--- src/rtl/cmdproc_pkg.sv ---
// Shared command/reply byte codes, FSM state encoding and command classification helper
// for the command_processor block.
package cmdproc_pkg;

   localparam logic [7:0] CMD_STATUS    = 8'h00;
   localparam logic [7:0] CMD_READ_TEMP = 8'h01;
   localparam logic [7:0] CMD_READ_HUM  = 8'h02;
   localparam logic [7:0] CMD_CONT_TEMP = 8'h03;
   localparam logic [7:0] CMD_CONT_HUM  = 8'h04;
   localparam logic [7:0] CMD_STOP_TEMP = 8'h05;
   localparam logic [7:0] CMD_STOP_HUM  = 8'h06;
   localparam logic [7:0] CMD_MAX       = 8'h06;

   localparam logic [7:0] RSP_OK        = 8'h07;
   localparam logic [7:0] RSP_HUM       = 8'h08;
   localparam logic [7:0] RSP_TEMP      = 8'h09;
   localparam logic [7:0] RSP_TEMP_OFF  = 8'h0A;
   localparam logic [7:0] RSP_HUM_OFF   = 8'h0B;
   localparam logic [7:0] RSP_FAULT     = 8'h1F;
   localparam logic [7:0] RSP_BAD_CMD   = 8'hCF;
   localparam logic [7:0] RSP_BAD_ADDR  = 8'hEF;

   typedef enum logic [2:0] {
      ST_IDLE        = 3'd0,
      ST_DECODE      = 3'd1,
      ST_START       = 3'd2,
      ST_WAIT_SENSOR = 3'd3,
      ST_SEND        = 3'd4,
      ST_WAIT_TX     = 3'd5
   } state_t;

   function automatic logic is_temp_cmd(input logic [7:0] cmd);
      return (cmd == CMD_READ_TEMP) || (cmd == CMD_CONT_TEMP);
   endfunction

endpackage

--- src/rtl/cmdproc_period_timer.sv ---
// Continuous-mode period counter: counts while enabled, wraps at PERIOD-1 with a tick,
// holds when disabled; synchronous clear has priority.
module cmdproc_period_timer #(
   parameter int unsigned PERIOD = 100_000_000
) (
   input  logic clock,
   input  logic reset,
   input  logic i_en,
   input  logic i_clr,
   output logic o_tick
);

   localparam int unsigned CNT_W = (PERIOD > 1) ? $clog2(PERIOD) : 1;
   localparam logic [CNT_W-1:0] LAST = CNT_W'(PERIOD - 1);

   logic [CNT_W-1:0] r_cnt;
   logic             w_at_last;

   assign w_at_last = (r_cnt == LAST);
   assign o_tick    = i_en & w_at_last;

   always_ff @(posedge clock or negedge reset) begin
      if (!reset) begin
         r_cnt <= '0;
      end else if (i_clr) begin
         r_cnt <= '0;
      end else if (i_en) begin
         r_cnt <= w_at_last ? '0 : r_cnt + 1'b1;
      end
   end

endmodule

--- src/rtl/command_processor.sv ---
// Decodes two-byte PC requests, runs one-shot or periodic DHT11 reads and hands a two-byte reply to uart_tx.
// Optional sensor-read watchdog enabled by defining CMDPROC_WATCHDOG_EN.
module command_processor
   import cmdproc_pkg::*;
#(
   parameter int unsigned NUM_SENSORS    = 32,
   parameter int unsigned CONT_PERIOD    = 100_000_000
`ifdef CMDPROC_WATCHDOG_EN
   ,parameter int unsigned TIMEOUT_CYCLES = 5_000_000
`endif
) (
   input  logic       clock,
   input  logic       reset,
   input  logic       rx_done,
   input  logic [7:0] rx_cmd,
   input  logic [7:0] rx_addr,
   output logic       sensor_enable,
   output logic [4:0] sensor_sel,
   input  logic       sensor_done,
   input  logic       sensor_error,
   input  logic [7:0] hum_int,
   input  logic [7:0] temp_int,
   output logic       tx_start,
   output logic [7:0] tx_byte0,
   output logic [7:0] tx_byte1,
   input  logic       tx_busy,
   output logic       cont_active
);

   state_t     r_state, w_state_nxt;
   logic [7:0] r_cmd, w_cmd_nxt;
   logic [7:0] r_addr, w_addr_nxt;
   logic       r_cont_active, w_cont_active_nxt;
   logic [7:0] r_cont_cmd, w_cont_cmd_nxt;
   logic [7:0] r_cont_addr, w_cont_addr_nxt;
   logic       r_sensor_en, w_sensor_en_nxt;
   logic [4:0] r_sensor_sel, w_sensor_sel_nxt;
   logic       r_tx_start, w_tx_start_nxt;
   logic [7:0] r_tx_byte0, w_tx_byte0_nxt;
   logic [7:0] r_tx_byte1, w_tx_byte1_nxt;
   logic       r_tx_busy_q;
   logic       w_timer_clr;
   logic       w_period_tick;
   logic       w_bad_addr;

   assign w_bad_addr = (32'(r_addr) >= NUM_SENSORS);

   // Period only advances while idle, so a slow read or send stretches the interval.
   cmdproc_period_timer #(
      .PERIOD (CONT_PERIOD)
   ) u_period_timer (
      .clock  (clock),
      .reset  (reset),
      .i_en   (r_cont_active && (r_state == ST_IDLE)),
      .i_clr  (w_timer_clr),
      .o_tick (w_period_tick)
   );

`ifdef CMDPROC_WATCHDOG_EN
   localparam int unsigned WD_W = (TIMEOUT_CYCLES > 1) ? $clog2(TIMEOUT_CYCLES) : 1;

   logic [WD_W-1:0] r_wd_cnt;
   logic            w_wd_expired;

   assign w_wd_expired = (r_wd_cnt == WD_W'(TIMEOUT_CYCLES - 1));

   always_ff @(posedge clock or negedge reset) begin
      if (!reset) begin
         r_wd_cnt <= '0;
      end else if (r_state != ST_WAIT_SENSOR) begin
         r_wd_cnt <= '0;
      end else if (!w_wd_expired) begin
         r_wd_cnt <= r_wd_cnt + 1'b1;
      end
   end
`endif

   always_ff @(posedge clock or negedge reset) begin
      if (!reset) begin
         r_state       <= ST_IDLE;
         r_cmd         <= '0;
         r_addr        <= '0;
         r_cont_active <= 1'b0;
         r_cont_cmd    <= '0;
         r_cont_addr   <= '0;
         r_sensor_en   <= 1'b0;
         r_sensor_sel  <= '0;
         r_tx_start    <= 1'b0;
         r_tx_byte0    <= '0;
         r_tx_byte1    <= '0;
         r_tx_busy_q   <= 1'b0;
      end else begin
         r_state       <= w_state_nxt;
         r_cmd         <= w_cmd_nxt;
         r_addr        <= w_addr_nxt;
         r_cont_active <= w_cont_active_nxt;
         r_cont_cmd    <= w_cont_cmd_nxt;
         r_cont_addr   <= w_cont_addr_nxt;
         r_sensor_en   <= w_sensor_en_nxt;
         r_sensor_sel  <= w_sensor_sel_nxt;
         r_tx_start    <= w_tx_start_nxt;
         r_tx_byte0    <= w_tx_byte0_nxt;
         r_tx_byte1    <= w_tx_byte1_nxt;
         r_tx_busy_q   <= tx_busy;
      end
   end

   always_comb begin
      w_state_nxt       = r_state;
      w_cmd_nxt         = r_cmd;
      w_addr_nxt        = r_addr;
      w_cont_active_nxt = r_cont_active;
      w_cont_cmd_nxt    = r_cont_cmd;
      w_cont_addr_nxt   = r_cont_addr;
      w_sensor_en_nxt   = 1'b0;
      w_sensor_sel_nxt  = r_sensor_sel;
      w_tx_start_nxt    = 1'b0;
      w_tx_byte0_nxt    = r_tx_byte0;
      w_tx_byte1_nxt    = r_tx_byte1;
      w_timer_clr       = 1'b0;

      case (r_state)
         ST_IDLE: begin
            if (rx_done) begin
               w_cmd_nxt   = rx_cmd;
               w_addr_nxt  = rx_addr;
               w_state_nxt = ST_DECODE;
            end else if (w_period_tick) begin
               // Restore the running mode: intervening requests may have overwritten cmd/addr.
               w_cmd_nxt   = r_cont_cmd;
               w_addr_nxt  = r_cont_addr;
               w_state_nxt = ST_START;
            end
         end

         ST_DECODE: begin
            w_state_nxt    = ST_SEND;
            w_tx_byte1_nxt = r_addr;
            if (w_bad_addr) begin
               w_tx_byte0_nxt = RSP_BAD_ADDR;
            end else if (r_cmd > CMD_MAX) begin
               w_tx_byte0_nxt = RSP_BAD_CMD;
            end else begin
               case (r_cmd)
                  CMD_STOP_TEMP: begin
                     if (r_cont_active && (r_cont_cmd == CMD_CONT_TEMP)) begin
                        w_cont_active_nxt = 1'b0;
                        w_tx_byte0_nxt    = RSP_TEMP_OFF;
                     end else begin
                        w_tx_byte0_nxt    = RSP_BAD_CMD;
                     end
                  end
                  CMD_STOP_HUM: begin
                     if (r_cont_active && (r_cont_cmd == CMD_CONT_HUM)) begin
                        w_cont_active_nxt = 1'b0;
                        w_tx_byte0_nxt    = RSP_HUM_OFF;
                     end else begin
                        w_tx_byte0_nxt    = RSP_BAD_CMD;
                     end
                  end
                  CMD_CONT_TEMP, CMD_CONT_HUM: begin
                     w_cont_active_nxt = 1'b1;
                     w_cont_cmd_nxt    = r_cmd;
                     w_cont_addr_nxt   = r_addr;
                     w_timer_clr       = 1'b1;
                     w_state_nxt       = ST_START;
                  end
                  CMD_STATUS, CMD_READ_TEMP, CMD_READ_HUM: begin
                     // A one-shot request replaces any running periodic mode.
                     w_cont_active_nxt = 1'b0;
                     w_state_nxt       = ST_START;
                  end
                  default: begin
                     w_tx_byte0_nxt = RSP_BAD_CMD;
                  end
               endcase
            end
         end

         ST_START: begin
            w_sensor_sel_nxt = r_addr[4:0];
            w_sensor_en_nxt  = 1'b1;
            w_state_nxt      = ST_WAIT_SENSOR;
         end

         ST_WAIT_SENSOR: begin
            if (sensor_done) begin
               w_state_nxt    = ST_SEND;
               w_tx_byte1_nxt = r_addr;
               if (sensor_error) begin
                  w_tx_byte0_nxt    = RSP_FAULT;
                  w_cont_active_nxt = 1'b0;
               end else if (r_cmd == CMD_STATUS) begin
                  w_tx_byte0_nxt = RSP_OK;
               end else if (is_temp_cmd(r_cmd)) begin
                  w_tx_byte0_nxt = RSP_TEMP;
                  w_tx_byte1_nxt = temp_int;
               end else begin
                  w_tx_byte0_nxt = RSP_HUM;
                  w_tx_byte1_nxt = hum_int;
               end
            end
`ifdef CMDPROC_WATCHDOG_EN
            else if (w_wd_expired) begin
               w_state_nxt       = ST_SEND;
               w_tx_byte0_nxt    = RSP_FAULT;
               w_tx_byte1_nxt    = r_addr;
               w_cont_active_nxt = 1'b0;
            end
`endif
         end

         ST_SEND: begin
            if (!tx_busy) begin
               w_tx_start_nxt = 1'b1;
               w_state_nxt    = ST_WAIT_TX;
            end
         end

         ST_WAIT_TX: begin
            if (r_tx_busy_q && !tx_busy) begin
               w_state_nxt = ST_IDLE;
            end
         end

         default: begin
            w_state_nxt = ST_IDLE;
         end
      endcase
   end

   assign sensor_enable = r_sensor_en;
   assign sensor_sel    = r_sensor_sel;
   assign tx_start      = r_tx_start;
   assign tx_byte0      = r_tx_byte0;
   assign tx_byte1      = r_tx_byte1;
   assign cont_active   = r_cont_active;

endmodule

--- config.mk ---
export PLATFORM = sky130hd
export DESIGN_NAME = command_processor
export DESIGN_NICKNAME = d
export VERILOG_FILES = /design/src/rtl/cmdproc_pkg.sv /design/src/rtl/cmdproc_period_timer.sv /design/src/rtl/command_processor.sv
export SDC_FILE = /design/constraint.sdc
export NUM_CORES = 1
export LEC_CHECK = 0
export CAP_MARGIN = 10
export CELL_PAD_IN_SITES_DETAIL_PLACEMENT = 0
export CELL_PAD_IN_SITES_GLOBAL_PLACEMENT = 1
export CORE_ASPECT_RATIO = 2
export CORE_UTILIZATION = 43
export DETAILED_ROUTE_END_ITERATION = 7
export PLACE_DENSITY_LB_ADDON = 0.1
export SLEW_MARGIN = 20
export SYNTH_ARGS = -nofsm -noshare
export SYNTH_HDL_FRONTEND = slang
export SYNTH_SLANG_ARGS = --single-unit
--- constraint.sdc ---
create_clock -name clock -period 2.48 [get_ports clock]
set_clock_uncertainty 0.15 [all_clocks]
set_input_delay 0.248 -clock clock [delete_from_list [all_inputs] [get_ports clock]]
set_output_delay 0.248 -clock clock [all_outputs]
set_load 0.01 [all_outputs]
==> impl_metrics.csv <==
group,metric,value,unit
worst_setup_path,max_stage_delay,450,ps
detailed_routing,totalWireLength,11300,um
timing,setup_tns,0,ps
global_route,gr-usage-met3,0.0329,
worst_setup_path,cp_slowest_cell,"or3b_1",
timing,relSlewSlack,0.380,
layout,drive_above_1_share,0.163,
worst_setup_path,path_cells,"or3b_1 > nor4_4 > nand4_4 > buf_4 > o31ai_1 > a2bb2oi_2",
global_route,grt_pass1_wl,18500,um
clock_network,cts_sinks,86,
yosys,async_reset_ff_frac,1.00,
run,cap_violations,0,
power,finalPower,4.95,mW
worst_setup_path,cp_top_family,"simple AND/OR/NAND/NOR gates",
global_route,grt_pass1_vias,3819,
floorplan,io_pins,62,
detailed_routing,vias_per_cell,5.58,
layout,fillers,959,
floorplan,start_util,0.446,
timing,finalHoldViolations,0,
power,powerDensity,844,nW/um2
layout,fin_area,5870,um2
timing,final-setup-viol-count,0,
yosys,avgSynthCellArea,10.2,um2
yosys,ys_types,62,
global_route,grt_antenna_before_repair,0,
clock_network,clockBufferDepth,2,
global_route,grt-busiest-layer,"met2",
detailed_routing,drt_first_pass_iters,4,
clock_network,clk_latency,340,ps
yosys,syn_nets,483,
power,power_leakage,2.45,nW
timing,layout_min_cycle_time,2360,ps
clock_network,path_clk_slew,70,ps
worst_setup_path,worstSetupStartpointType,"register",
yosys,synth-edff-count,0,
global_route,track_usage,0.225,
detailed_routing,dr_total_vias,3741,
clock_network,cts_root_buf,"clkbuf_16",
clock_network,numCtsBuffers,9,
timing,fmax,0.423,GHz
yosys,synth_seq_cells,86,
floorplan,die_h,147,um
worst_setup_path,reg2reg_slack,120,ps
detailed_routing,routedWlPerCell,16.9,um
floorplan,die_w,74.5,um
worst_setup_path,worst-path-buf-inv,1,
clock_network,cts_tree,"yes",
timing,slew_violations,0,
yosys,synth.cell_area,4520,um2
clock_network,htree_levels,3,
status,status,"finished clean",
floorplan,core,10100,um2
timing,hold_slack,265,ps
global_route,gr-usage-met1,0.238,
worst_setup_path,cp_max_fo,12,
detailed_routing,ant_nets,0,
yosys,ys.flop_type,"dfrtp_1",
timing,post-route-period-util,0.953,
place,place_hpwl,8560,um
floorplan,core.rowCount,52,
worst_setup_path,worst_setup_path_end_kind,"register",
layout,area_delta_synth_final,29.7,%
clock_network,post_cts_resized,0,
layout,n_antenna_cell,0,
worst_setup_path,cp.required,2550,ps
floorplan,die-area,11000,um2
yosys,ys.warnings.count,0,
power,peakVddDrop,0.452,mV
global_route,grt_overflow,0,
timing,rsz0062_at_grt,"false",
layout,fin_nets,569,
place,placed_area,5540,um2
detailed_routing,drc,0,
timing,max_slew.worst_pin.slew,928,ps
yosys,postSynthCellCount,444,
layout,post-route-util,0.578,
yosys,ys_seq_area_frac,0.476,
worst_setup_path,critPathArrivalTime,2430,ps
place,place_congestion,0.813,
global_route,grt_max_degree,53,
global_route,grtUsageMet2,0.421,
place,io_buffers,61,
hold_path,hold_path_class,"in2async",
detailed_routing,dr.first_iter.drc_count,184,
worst_setup_path,critical_path_class,"reg2reg",
==> area by class of cell <==
| cell class | instances | area, um2 | share of cell area |
|---|---|---|---|
| clock inverters | 7 | 97.6 | 0.0166 |
| inverters | 7 | 26.3 | 0.00448 |
| well taps | 135 | 169 | 0.0288 |
| repair buffers | 100 | 966 | 0.165 |
| multi-input cells | 326 | 2230 | 0.381 |
| flip-flops and latches | 86 | 2150 | 0.367 |
| clock buffers | 9 | 225 | 0.0384 |
==> layout by cell type, fill, tap and decap left out, types with 7 or more instances in the layout <==
cell             Yosys  final
nor2_1              18     18
and2_1              10     10
o31ai_1             20     20
clkbuf_16            0      9
inv_1                7      7
a21oi_1             25     25
mux2i_1              9      9
nand2_1             60     60
o21ai_1             14     14
nor3_1               8      8
buf_4                2     34
nand3_1             19     19
dfrtp_1             86     86
clkdlybuf4s50_1      0     60
or4_1                9      9
nand2b_1            17     17
nand4_1             10     10
mux2_1               8      8
a2bb2oi_2           10     10
==> synth_stat cells (9+ instances only) <==
library cell	n	share of area
or4_1	9	0.015
nand2b_1	17	0.024
a2bb2oi_2	10	0.033
mux2i_1	9	0.020
nor2_1	18	0.015
a21oi_1	25	0.028
o21ai_1	14	0.015
nand4_1	10	0.014
dfrtp_1	86	0.48
nand3_1	19	0.021
o31ai_1	20	0.033
nand2_1	60	0.050
clkbuf_1	14	0.012
and2_1	10	0.014
==> cells by family (layout without fill, tap and decap cells) <==
family                   count (synthesis)  after routing  synth area share
AO/OA/AOI/OAI                          109            109             0.188
adder cells (fa/ha/maj)                  1              1           0.00277
AND/OR/NAND/NOR                        189            189             0.240
buffers and inverters                   32            123            0.0318
flip-flops                              86             86             0.476
multiplexers                            22             22            0.0523
XOR/XNOR                                 5              5           0.00968
==> worst paths after layout <==
kind	endpoint	cells after the start	from
max	r_addr[1]	6	u_period_timer.r_cnt[8]
max in group asynchronous	r_cont_addr[4]	3	reset
max reg2reg	r_addr[1]	6	u_period_timer.r_cnt[8]
min reg2reg	r_cont_addr[4]	2	r_cont_addr[4]
min in group clock	r_tx_busy_q	1	tx_busy
min	r_tx_busy_q	2	reset
==> worst reg2reg max path: cells and delay by family (launching register included) <==
family / cells / cell delay, ps
and+or+nand+nor: 3 / 1040
DFF: 1 / 430
AOI/OAI and AO/OA: 2 / 370
buffers and inverters: 1 / 240
==> sequential cells by signal, indices dropped and copies added (netlist names), 5 cells and up <==
register	count
tx_byte1	8
r_cmd	8
r_cont_addr	8
u_period_timer.r_cnt	27
r_cont_cmd	8
sensor_sel	5
r_addr	8
tx_byte0	7
==> report_power, final <==
part	internal, mW	switching (mW)	total [mW]
registers	1.71	0.246	1.96
clock network	0.885	0.567	1.45
logic	0.857	0.683	1.54
==> per-layer routing <==
| metal | up-vias | routed length [um] |
|---|---|---|
| met5 | - | 0 |
| met4 | 0 | 248 |
| met3 | 20 | 317 |
| met2 | 70 | 6500 |
| met1 | 1834 | 4270 |
| li1 | 1817 | - |
==> timing repair <==
| action | 4_1_cts | 5_1_grt |
|---|---|---|
| setup buffers | 0 | 0 |
| hold endpoints to repair | 34 | 0 |
| hold buffers | 1 | 0 |
==> through the flow <==
step                      worst slack (ps)  instances
after floorplan                        186        444
after global placement                 173        653
after detailed placement               109        653
after CTS                              102        670
after global routing                  9.39        670
final                                  117        670
Power figures use the tool's default switching activity.
